--- src/rtl/cfg_pkg.sv ---
// Build-time configuration shared by the order-book driver blocks.
package cfg_pkg;
  localparam int OB_DRV_OUTSTANDING_N = 4;
endpackage

--- src/rtl/ob_pkg.sv ---
// Types exchanged between the host, the order-book driver and the order book.
package ob_pkg;
  localparam int UID_W     = 4;
  localparam int QTY_W     = 16;
  localparam int PRICE_W   = 16;
  localparam int OPRAND_W  = QTY_W + PRICE_W;
  // Width of the latency field carried to the host; ob_driver LAT_W must not exceed it.
  localparam int CPL_LAT_W = 16;

  typedef logic [UID_W-1:0] uid_t;

  typedef enum logic [2:0] {
    Op_Nop    = 3'd0,
    Op_Buy    = 3'd1,
    Op_Sell   = 3'd2,
    Op_Cancel = 3'd3,
    Op_Modify = 3'd4
  } opcode_t;

  typedef enum logic {
    Ok    = 1'b0,
    BadOp = 1'b1
  } cpl_status_t;

  typedef struct packed {
    opcode_t              opcode;
    logic [QTY_W-1:0]     quantity;
    logic [PRICE_W-1:0]   price;
  } drv_req_t;

  typedef struct packed {
    uid_t                 uid;
    opcode_t              opcode;
    logic [OPRAND_W-1:0]  oprand;
  } cmd_t;

  typedef struct packed {
    uid_t                 uid;
  } rsp_t;

  typedef struct packed {
    uid_t                 uid;
    cpl_status_t          status;
    logic [CPL_LAT_W-1:0] latency;
  } drv_cpl_t;

  function automatic logic is_issuable(input opcode_t op);
    return (op == Op_Buy) || (op == Op_Sell);
  endfunction
endpackage

--- src/rtl/ob_drv_scoreboard.sv ---
// In-flight command tracker: lowest-free allocation, uid CAM lookup, per-slot
// saturating age, and release on retire.
module ob_drv_scoreboard
  import ob_pkg::*;
#(
  parameter int SLOTS_N = 4,
  parameter int LAT_W   = 16
) (
  input  logic             clk,
  input  logic             rst,
  input  logic             alloc,
  input  uid_t             alloc_uid,
  output logic             free_avail,
  input  uid_t             match_uid,
  output logic             match_hit,
  output logic [LAT_W-1:0] match_age,
  input  logic             retire
);

  logic             slot_vld [SLOTS_N];
  uid_t             slot_uid [SLOTS_N];
  logic [LAT_W-1:0] slot_age [SLOTS_N];
  logic [SLOTS_N-1:0] alloc_sel;
  logic [SLOTS_N-1:0] hit_sel;
  logic found_free;
  logic found_hit;

  always_comb begin
    alloc_sel  = '0;
    hit_sel    = '0;
    found_free = 1'b0;
    found_hit  = 1'b0;
    match_age  = '0;
    for (int i = 0; i < SLOTS_N; i++) begin
      if (!slot_vld[i] && !found_free) begin
        alloc_sel[i] = 1'b1;
        found_free   = 1'b1;
      end
      if (slot_vld[i] && (slot_uid[i] == match_uid) && !found_hit) begin
        hit_sel[i] = 1'b1;
        found_hit  = 1'b1;
        match_age  = slot_age[i];
      end
    end
  end

  assign free_avail = found_free;
  assign match_hit  = found_hit;

  genvar gi;
  generate
    for (gi = 0; gi < SLOTS_N; gi++) begin : g_slot
      logic             vld_reg;
      uid_t             uid_reg;
      logic [LAT_W-1:0] age_reg;

      // An allocated slot was free and a retired slot was valid, so the two never coincide.
      always_ff @(posedge clk or negedge rst) begin
        if (!rst) begin
          vld_reg <= 1'b0;
          uid_reg <= '0;
          age_reg <= '0;
        end else if (alloc && alloc_sel[gi]) begin
          vld_reg <= 1'b1;
          uid_reg <= alloc_uid;
          age_reg <= '0;
        end else begin
          if (retire && hit_sel[gi]) vld_reg <= 1'b0;
          if (vld_reg && (age_reg != '1)) age_reg <= age_reg + LAT_W'(1);
        end
      end

      assign slot_vld[gi] = vld_reg;
      assign slot_uid[gi] = uid_reg;
      assign slot_age[gi] = age_reg;
    end
  endgenerate

endmodule

--- src/rtl/ob_driver.sv ---
// Host-side order-book driver: issues Buy/Sell commands with uids, matches
// responses back to measure latency, and supports a drain handshake.
module ob_driver
  import ob_pkg::*;
#(
  parameter int OUTSTANDING_N = cfg_pkg::OB_DRV_OUTSTANDING_N,
  parameter int LAT_W         = 16
) (
  input  logic                               clk,
  input  logic                               rst,
  input  logic                               req_vld,
  input  drv_req_t                           req,
  output logic                               req_accept,
  output logic                               cmd_vld_r,
  output cmd_t                               cmd_r,
  input  logic                               cmd_full_r,
  input  logic                               rsp_vld,
  input  rsp_t                               rsp,
  output logic                               rsp_accept,
  output logic                               cpl_vld_r,
  output drv_cpl_t                           cpl_r,
  input  logic                               cpl_accept,
  input  logic                               drain,
  output logic                               drain_done_r,
  output logic [$clog2(OUTSTANDING_N+1)-1:0] inflight_r,
  output logic                               err_uid_r
);

  localparam int CNT_W = $clog2(OUTSTANDING_N + 1);

  typedef enum logic [1:0] {RUN, DRAIN, IDLE} drv_state_t;

  drv_state_t       state_reg;
  uid_t             uid_cnt_reg;
  logic             free_avail;
  logic             match_hit;
  logic [LAT_W-1:0] match_age;
  logic [LAT_W-1:0] lat_next;
  logic             can_take;
  logic             issue_go;
  logic             bad_go;
  logic             retire;

  // cmd_full_r lags by a cycle, so a command is never issued while the previous strobe is out.
  assign can_take = rst && req_vld && (state_reg == RUN) && free_avail &&
                    !cmd_full_r && !cmd_vld_r;
  assign issue_go = can_take && is_issuable(req.opcode);
  // A bad opcode needs the completion register; hold it off while a response may claim it.
  assign bad_go   = can_take && !is_issuable(req.opcode) && !cpl_vld_r && !rsp_vld;
  assign req_accept = issue_go || bad_go;

  assign rsp_accept = rst && rsp_vld && (!match_hit || !cpl_vld_r || cpl_accept);
  assign retire     = rsp_accept && match_hit;
  assign lat_next   = (match_age == '1) ? match_age : match_age + LAT_W'(1);

  ob_drv_scoreboard #(
    .SLOTS_N (OUTSTANDING_N),
    .LAT_W   (LAT_W)
  ) u_scoreboard (
    .clk        (clk),
    .rst        (rst),
    .alloc      (issue_go),
    .alloc_uid  (uid_cnt_reg),
    .free_avail (free_avail),
    .match_uid  (rsp.uid),
    .match_hit  (match_hit),
    .match_age  (match_age),
    .retire     (retire)
  );

  always_ff @(posedge clk or negedge rst) begin
    if (!rst) begin
      uid_cnt_reg <= '0;
      cmd_vld_r   <= 1'b0;
      cmd_r       <= '0;
      cpl_vld_r   <= 1'b0;
      cpl_r       <= '0;
      err_uid_r   <= 1'b0;
      inflight_r  <= '0;
    end else begin
      if (req_accept) uid_cnt_reg <= uid_cnt_reg + UID_W'(1);

      cmd_vld_r <= issue_go;
      if (issue_go) begin
        cmd_r.uid    <= uid_cnt_reg;
        cmd_r.opcode <= req.opcode;
        cmd_r.oprand <= {req.quantity, req.price};
      end

      if (retire) begin
        cpl_vld_r     <= 1'b1;
        cpl_r.uid     <= rsp.uid;
        cpl_r.status  <= Ok;
        cpl_r.latency <= CPL_LAT_W'(lat_next);
      end else if (bad_go) begin
        cpl_vld_r     <= 1'b1;
        cpl_r.uid     <= uid_cnt_reg;
        cpl_r.status  <= BadOp;
        cpl_r.latency <= '0;
      end else if (cpl_accept) begin
        cpl_vld_r <= 1'b0;
      end

      if (rsp_accept && !match_hit) err_uid_r <= 1'b1;

      case ({issue_go, retire})
        2'b10:   inflight_r <= inflight_r + CNT_W'(1);
        2'b01:   inflight_r <= inflight_r - CNT_W'(1);
        default: inflight_r <= inflight_r;
      endcase
    end
  end

  always_ff @(posedge clk or negedge rst) begin
    if (!rst) begin
      state_reg    <= RUN;
      drain_done_r <= 1'b0;
    end else begin
      case (state_reg)
        RUN: begin
          if (drain) state_reg <= DRAIN;
        end
        DRAIN: begin
          if ((inflight_r == '0) && !cmd_vld_r && !cpl_vld_r) begin
            state_reg    <= IDLE;
            drain_done_r <= 1'b1;
          end
        end
        IDLE: begin
          if (!drain) begin
            state_reg    <= RUN;
            drain_done_r <= 1'b0;
          end
        end
        default: begin
          state_reg    <= RUN;
          drain_done_r <= 1'b0;
        end
      endcase
    end
  end

endmodule

--- config.mk ---
export PLATFORM = sky130hd
export DESIGN_NAME = ob_driver
export DESIGN_NICKNAME = d
export VERILOG_FILES = /design/src/rtl/cfg_pkg.sv /design/src/rtl/ob_pkg.sv /design/src/rtl/ob_drv_scoreboard.sv /design/src/rtl/ob_driver.sv
export SDC_FILE = /design/constraint.sdc
export NUM_CORES = 1
export LEC_CHECK = 0
export ABC_AREA = 1
export ABC_CLOCK_PERIOD_IN_PS = 4090
export CAP_MARGIN = 30
export CORE_MARGIN = 2
export CORE_UTILIZATION = 58
export CTS_CLUSTER_SIZE = 10
export DETAILED_ROUTE_END_ITERATION = 7
export PLACE_DENSITY = 0.83
export SYNTH_ARGS = -nofsm -noshare
export SYNTH_HDL_FRONTEND = slang
export SYNTH_HIERARCHICAL = 1
export SYNTH_SLANG_ARGS = --single-unit
--- constraint.sdc ---
create_clock -name clk -period 4.09 [get_ports clk]
set_input_delay 0.818 -clock clk [delete_from_list [all_inputs] [get_ports clk]]
set_output_delay 0.818 -clock clk [all_outputs]
set_load 0.05 [all_outputs]
==> impl_metrics.toml <==
[cells_and_area]
nFillCells = 1267
largest_register_ffs = 64
final_nets = 1412
final_common_cell = "sky130_fd_sc_hd__nand2_1"
most-common-layout-cells = "466 x sky130_fd_sc_hd__nand2_1, 157 x sky130_fd_sc_hd__dfrtp_1, 128 x sky130_fd_sc_hd__nor2_1"
drive_gt1_frac = 0.0628
antennaDiodeCount = 0
syn2layout_area_growth_pct = 21.2
final_area_um2 = 10800

[sta]
worst-slew-pin-transition_ns = 0.814
timing.final.crit_share = 0.874
final_critical_delay_including_setup_and_external_delays_ns = 3.57
timing_max_transition_violations_final = 0
clock_skew_ns = 0.0108
setup-tns-final_ns = 0
whs_ns = 0.468
max_freq_mhz = 280
max_slew_margin = 0.458
timing_hold_violations_final = 0
setup_viol = 0
rsz0062_at_grt = "no"
final_critical_path_setup_slack_ns = 0.517

[run_status]
outcome = "complete, no violations"

[worst_setup_path]
capture_point_of_the_critical_path = "rsp_accept"
r2r_cells = 14
crit-reg2reg-capture = "u_scoreboard/g_slot[2].age_reg[13]"
cp.arrival_ns = 2.76
required_ns = 3.27
worstSetupStartpoint = "rsp[3]"
critical_path.endpoint_type = "output pin"
crit_type = "in -> out"
worstPathMaxFanout = 6
timing.rr.start = "u_scoreboard/g_slot[1].vld_reg"
cp-start-kind = "input pin"
reg2reg_slack_ns = 0.91

[detailed_routing]
route.detailed.drc = 0
dr_total_vias = 8515
wl_per_cell_um = 15.1
drt-initial-drc-count = 908
antenna_left = 0
vias_per_std_cell = 5.47
wirelength_routed_mm = 23.5
drt_first_pass_iters = 5

[synth]
syn-instance-count = 1242
synth-warning-count = 6
synth.lib_cells_used.distinct = 39
seq_area_frac_synth = 0.442
post_synth.cell_area_avg_um2 = 7.16
ys_top_cells_by_area = "sky130_fd_sc_hd__dfrtp_1 44%, sky130_fd_sc_hd__nand2_1 20%, sky130_fd_sc_hd__nand3_1 5.9%"
syn-cell-area_um2 = 8900
mappedNetlistNets = 1296
ff_latch_count_synth = 157
top_area_cell_type_share_of_the_netlist_area = 0.442
post_synth_top_area_cell = "sky130_fd_sc_hd__dfrtp_1"

[placed_design]
dpl_cell_area_um2 = 10200
dp_slack_ns = 0.286
dp_hpwl_mm = 17.0
io_buffers = 114
gpl.final_weighted_congestion = 0.929

[global_route]
grt_start_max_net_pins = 67
antenna_found_initial = 0
globalRouteOverflowTotal = 0
first_global_vias = 8132
first_pass_grt_wire_length_mm = 39.2
globalRouteTotalUtil = 0.302

[power_and_ir_drop]
p_int_mw = 3.52
p_leak_nw = 5.16
clkPwrFrac = 0.267
power_switching_share = 0.405
netSwitchingPower_mw = 2.40
pwr-share-comb = 0.343
power_density_nw_per_um2 = 550
worst_vdd_ir_mv = 0.425
sequentialPowerShare = 0.390

[floorplan]
std_cell_rows = 45
chipHeight_um = 128
floorplan.initialDensity = 0.590
die-area_um2 = 16300
die_width_um = 128
core_area_um2 = 15100
io_pins = 115

[clock_tree]
worstSkewPairLatency_ns = 0.43
cts.htree.levels = 4
root_buffer_selected_by_cts = "sky130_fd_sc_hd__clkbuf_16"
cts_resized = 0
cts_num_sinks = 157
post-cts-setup-buffers = 0
numCtsBuffers = 17
path_clk_slew_ns = 0.06
clock_tree_from_tritoncts = "built"
cts.path.max_buffers = 2
postCtsHoldBufs = 0

[hold_path]
type_of_the_most_critical_hold_path = "reg -> reg"
timing.hold.worst.start = "cpl_r[4]"

[run]
maxCapViolCount = 0
-- synth_stat cells --
master	count
sky130_fd_sc_hd__a21oi_1	12
sky130_fd_sc_hd__nand2_1	466
sky130_fd_sc_hd__xor2_1	25
sky130_fd_sc_hd__o21bai_1	1
sky130_fd_sc_hd__nor3_2	2
sky130_fd_sc_hd__nand3b_1	3
sky130_fd_sc_hd__buf_4	2
sky130_fd_sc_hd__nand2_2	7
sky130_fd_sc_hd__or2_2	2
sky130_fd_sc_hd__nand3_2	6
sky130_fd_sc_hd__dfrtp_1	157
sky130_fd_sc_hd__ha_1	7
sky130_fd_sc_hd__a22oi_1	1
sky130_fd_sc_hd__or2_0	1
sky130_fd_sc_hd__nand3_4	1
sky130_fd_sc_hd__buf_12	1
sky130_fd_sc_hd__nor2_2	5
sky130_fd_sc_hd__xnor2_1	9
sky130_fd_sc_hd__buf_6	6
sky130_fd_sc_hd__nand4_1	31
sky130_fd_sc_hd__o22ai_1	1
sky130_fd_sc_hd__nor3_1	36
sky130_fd_sc_hd__inv_4	1
sky130_fd_sc_hd__clkinv_1	4
sky130_fd_sc_hd__nor2_1	129
sky130_fd_sc_hd__clkinv_2	1
sky130_fd_sc_hd__nand2_4	3
sky130_fd_sc_hd__clkbuf_1	9
sky130_fd_sc_hd__inv_6	1
sky130_fd_sc_hd__inv_2	6
sky130_fd_sc_hd__buf_2	12
sky130_fd_sc_hd__o31ai_1	2
sky130_fd_sc_hd__o21ai_0	68
sky130_fd_sc_hd__o211ai_1	1
sky130_fd_sc_hd__o21ai_1	11
sky130_fd_sc_hd__inv_1	102
sky130_fd_sc_hd__nand3_1	105
sky130_fd_sc_hd__nor2_4	4
sky130_fd_sc_hd__fa_1	1
-- critical path, stage by stage --
cell and delay, ns:
sky130_fd_sc_hd__clkdlybuf4s50_1 0.56, sky130_fd_sc_hd__inv_1 0.13, sky130_fd_sc_hd__or2_2 0.29, sky130_fd_sc_hd__o211ai_1 0.10, sky130_fd_sc_hd__nor2_2 0.10, sky130_fd_sc_hd__nor2_4 0.13, sky130_fd_sc_hd__o21ai_0 0.14, sky130_fd_sc_hd__inv_1 0.13
sky130_fd_sc_hd__nand2_1 0.08, sky130_fd_sc_hd__nand2_1 0.13, sky130_fd_sc_hd__buf_12 0.15
-- power groups by stage --
| stage | clock network [mW] | logic [mW] | registers, mW |
|---|---|---|---|
| after detailed placement | 0 | 2.02 | 2.31 |
| final | 1.58 | 2.04 | 2.31 |
| after global placement | 0 | 1.99 | 2.31 |
| after CTS | 1.60 | 2.04 | 2.30 |
| after global routing | 1.68 | 2.23 | 2.36 |
| after floorplan | 0 | 0.796 | 2.82 |
-- per-stage QoR --
step | power, mW | std cells | util
after detailed placement | 4.34 | 1527 | 0.676
after CTS | 5.94 | 1558 | 0.715
after global routing | 6.27 | 1558 | 0.715
after floorplan | 3.62 | 1242 | -
after global placement | 4.30 | 1527 | 0.676
final | 5.93 | 1558 | 0.715
-- cell type report --
cell class,instances,area [µm²],share of cell area
Clock buffer,20,457,0.0423
Clock inverter,11,130,0.0121
Inverter,115,440,0.0408
Multi-Input combinational cell,940,4330,0.402
Sequential cell,157,3930,0.364
Tap cell,188,235,0.0218
Timing Repair Buffer,127,1260,0.117
-- layer usage --
metal / vias up / share of wire / GRT usage / wire length, µm
li1: 4181 / - / - / -
met1: 3917 / 0.43 / 0.390 / 10100
met2: 358 / 0.45 / 0.477 / 10600
met3: 59 / 0.084 / 0.0906 / 1970
met4: 0 / 0.033 / 0.128 / 772
met5: - / 0 / 0 / 0
-- how the worst min path moves through the flow --
stage | depth (start not counted) | end | slack [ns]
after global placement | 2 | err_uid_r | 0.45
after floorplan | 2 | u_scoreboard/g_slot[2].uid_reg[3] | 0.47
final | 2 | cpl_r[4] | 0.47
after detailed placement | 2 | cpl_r[4] | 0.46
after global routing | 2 | cpl_r[13] | 0.49
after CTS | 2 | cpl_r[4] | 0.47
-- logic make-up (layout without fill, tap and decap cells) --
| kind of cell | Yosys count | in the layout | share of synthesized area |
|---|---|---|---|
| XOR/XNOR | 34 | 34 | 0.0335 |
| AO/OA/AOI/OAI | 97 | 97 | 0.0561 |
| buffers and inverters | 145 | 273 | 0.0716 |
| flip-flops | 157 | 157 | 0.442 |
| AND/OR/NAND/NOR | 801 | 801 | 0.385 |
| adder cells (fa/ha/maj) | 8 | 8 | 0.0121 |
Note: power is estimated with default switching activity, not from simulation.
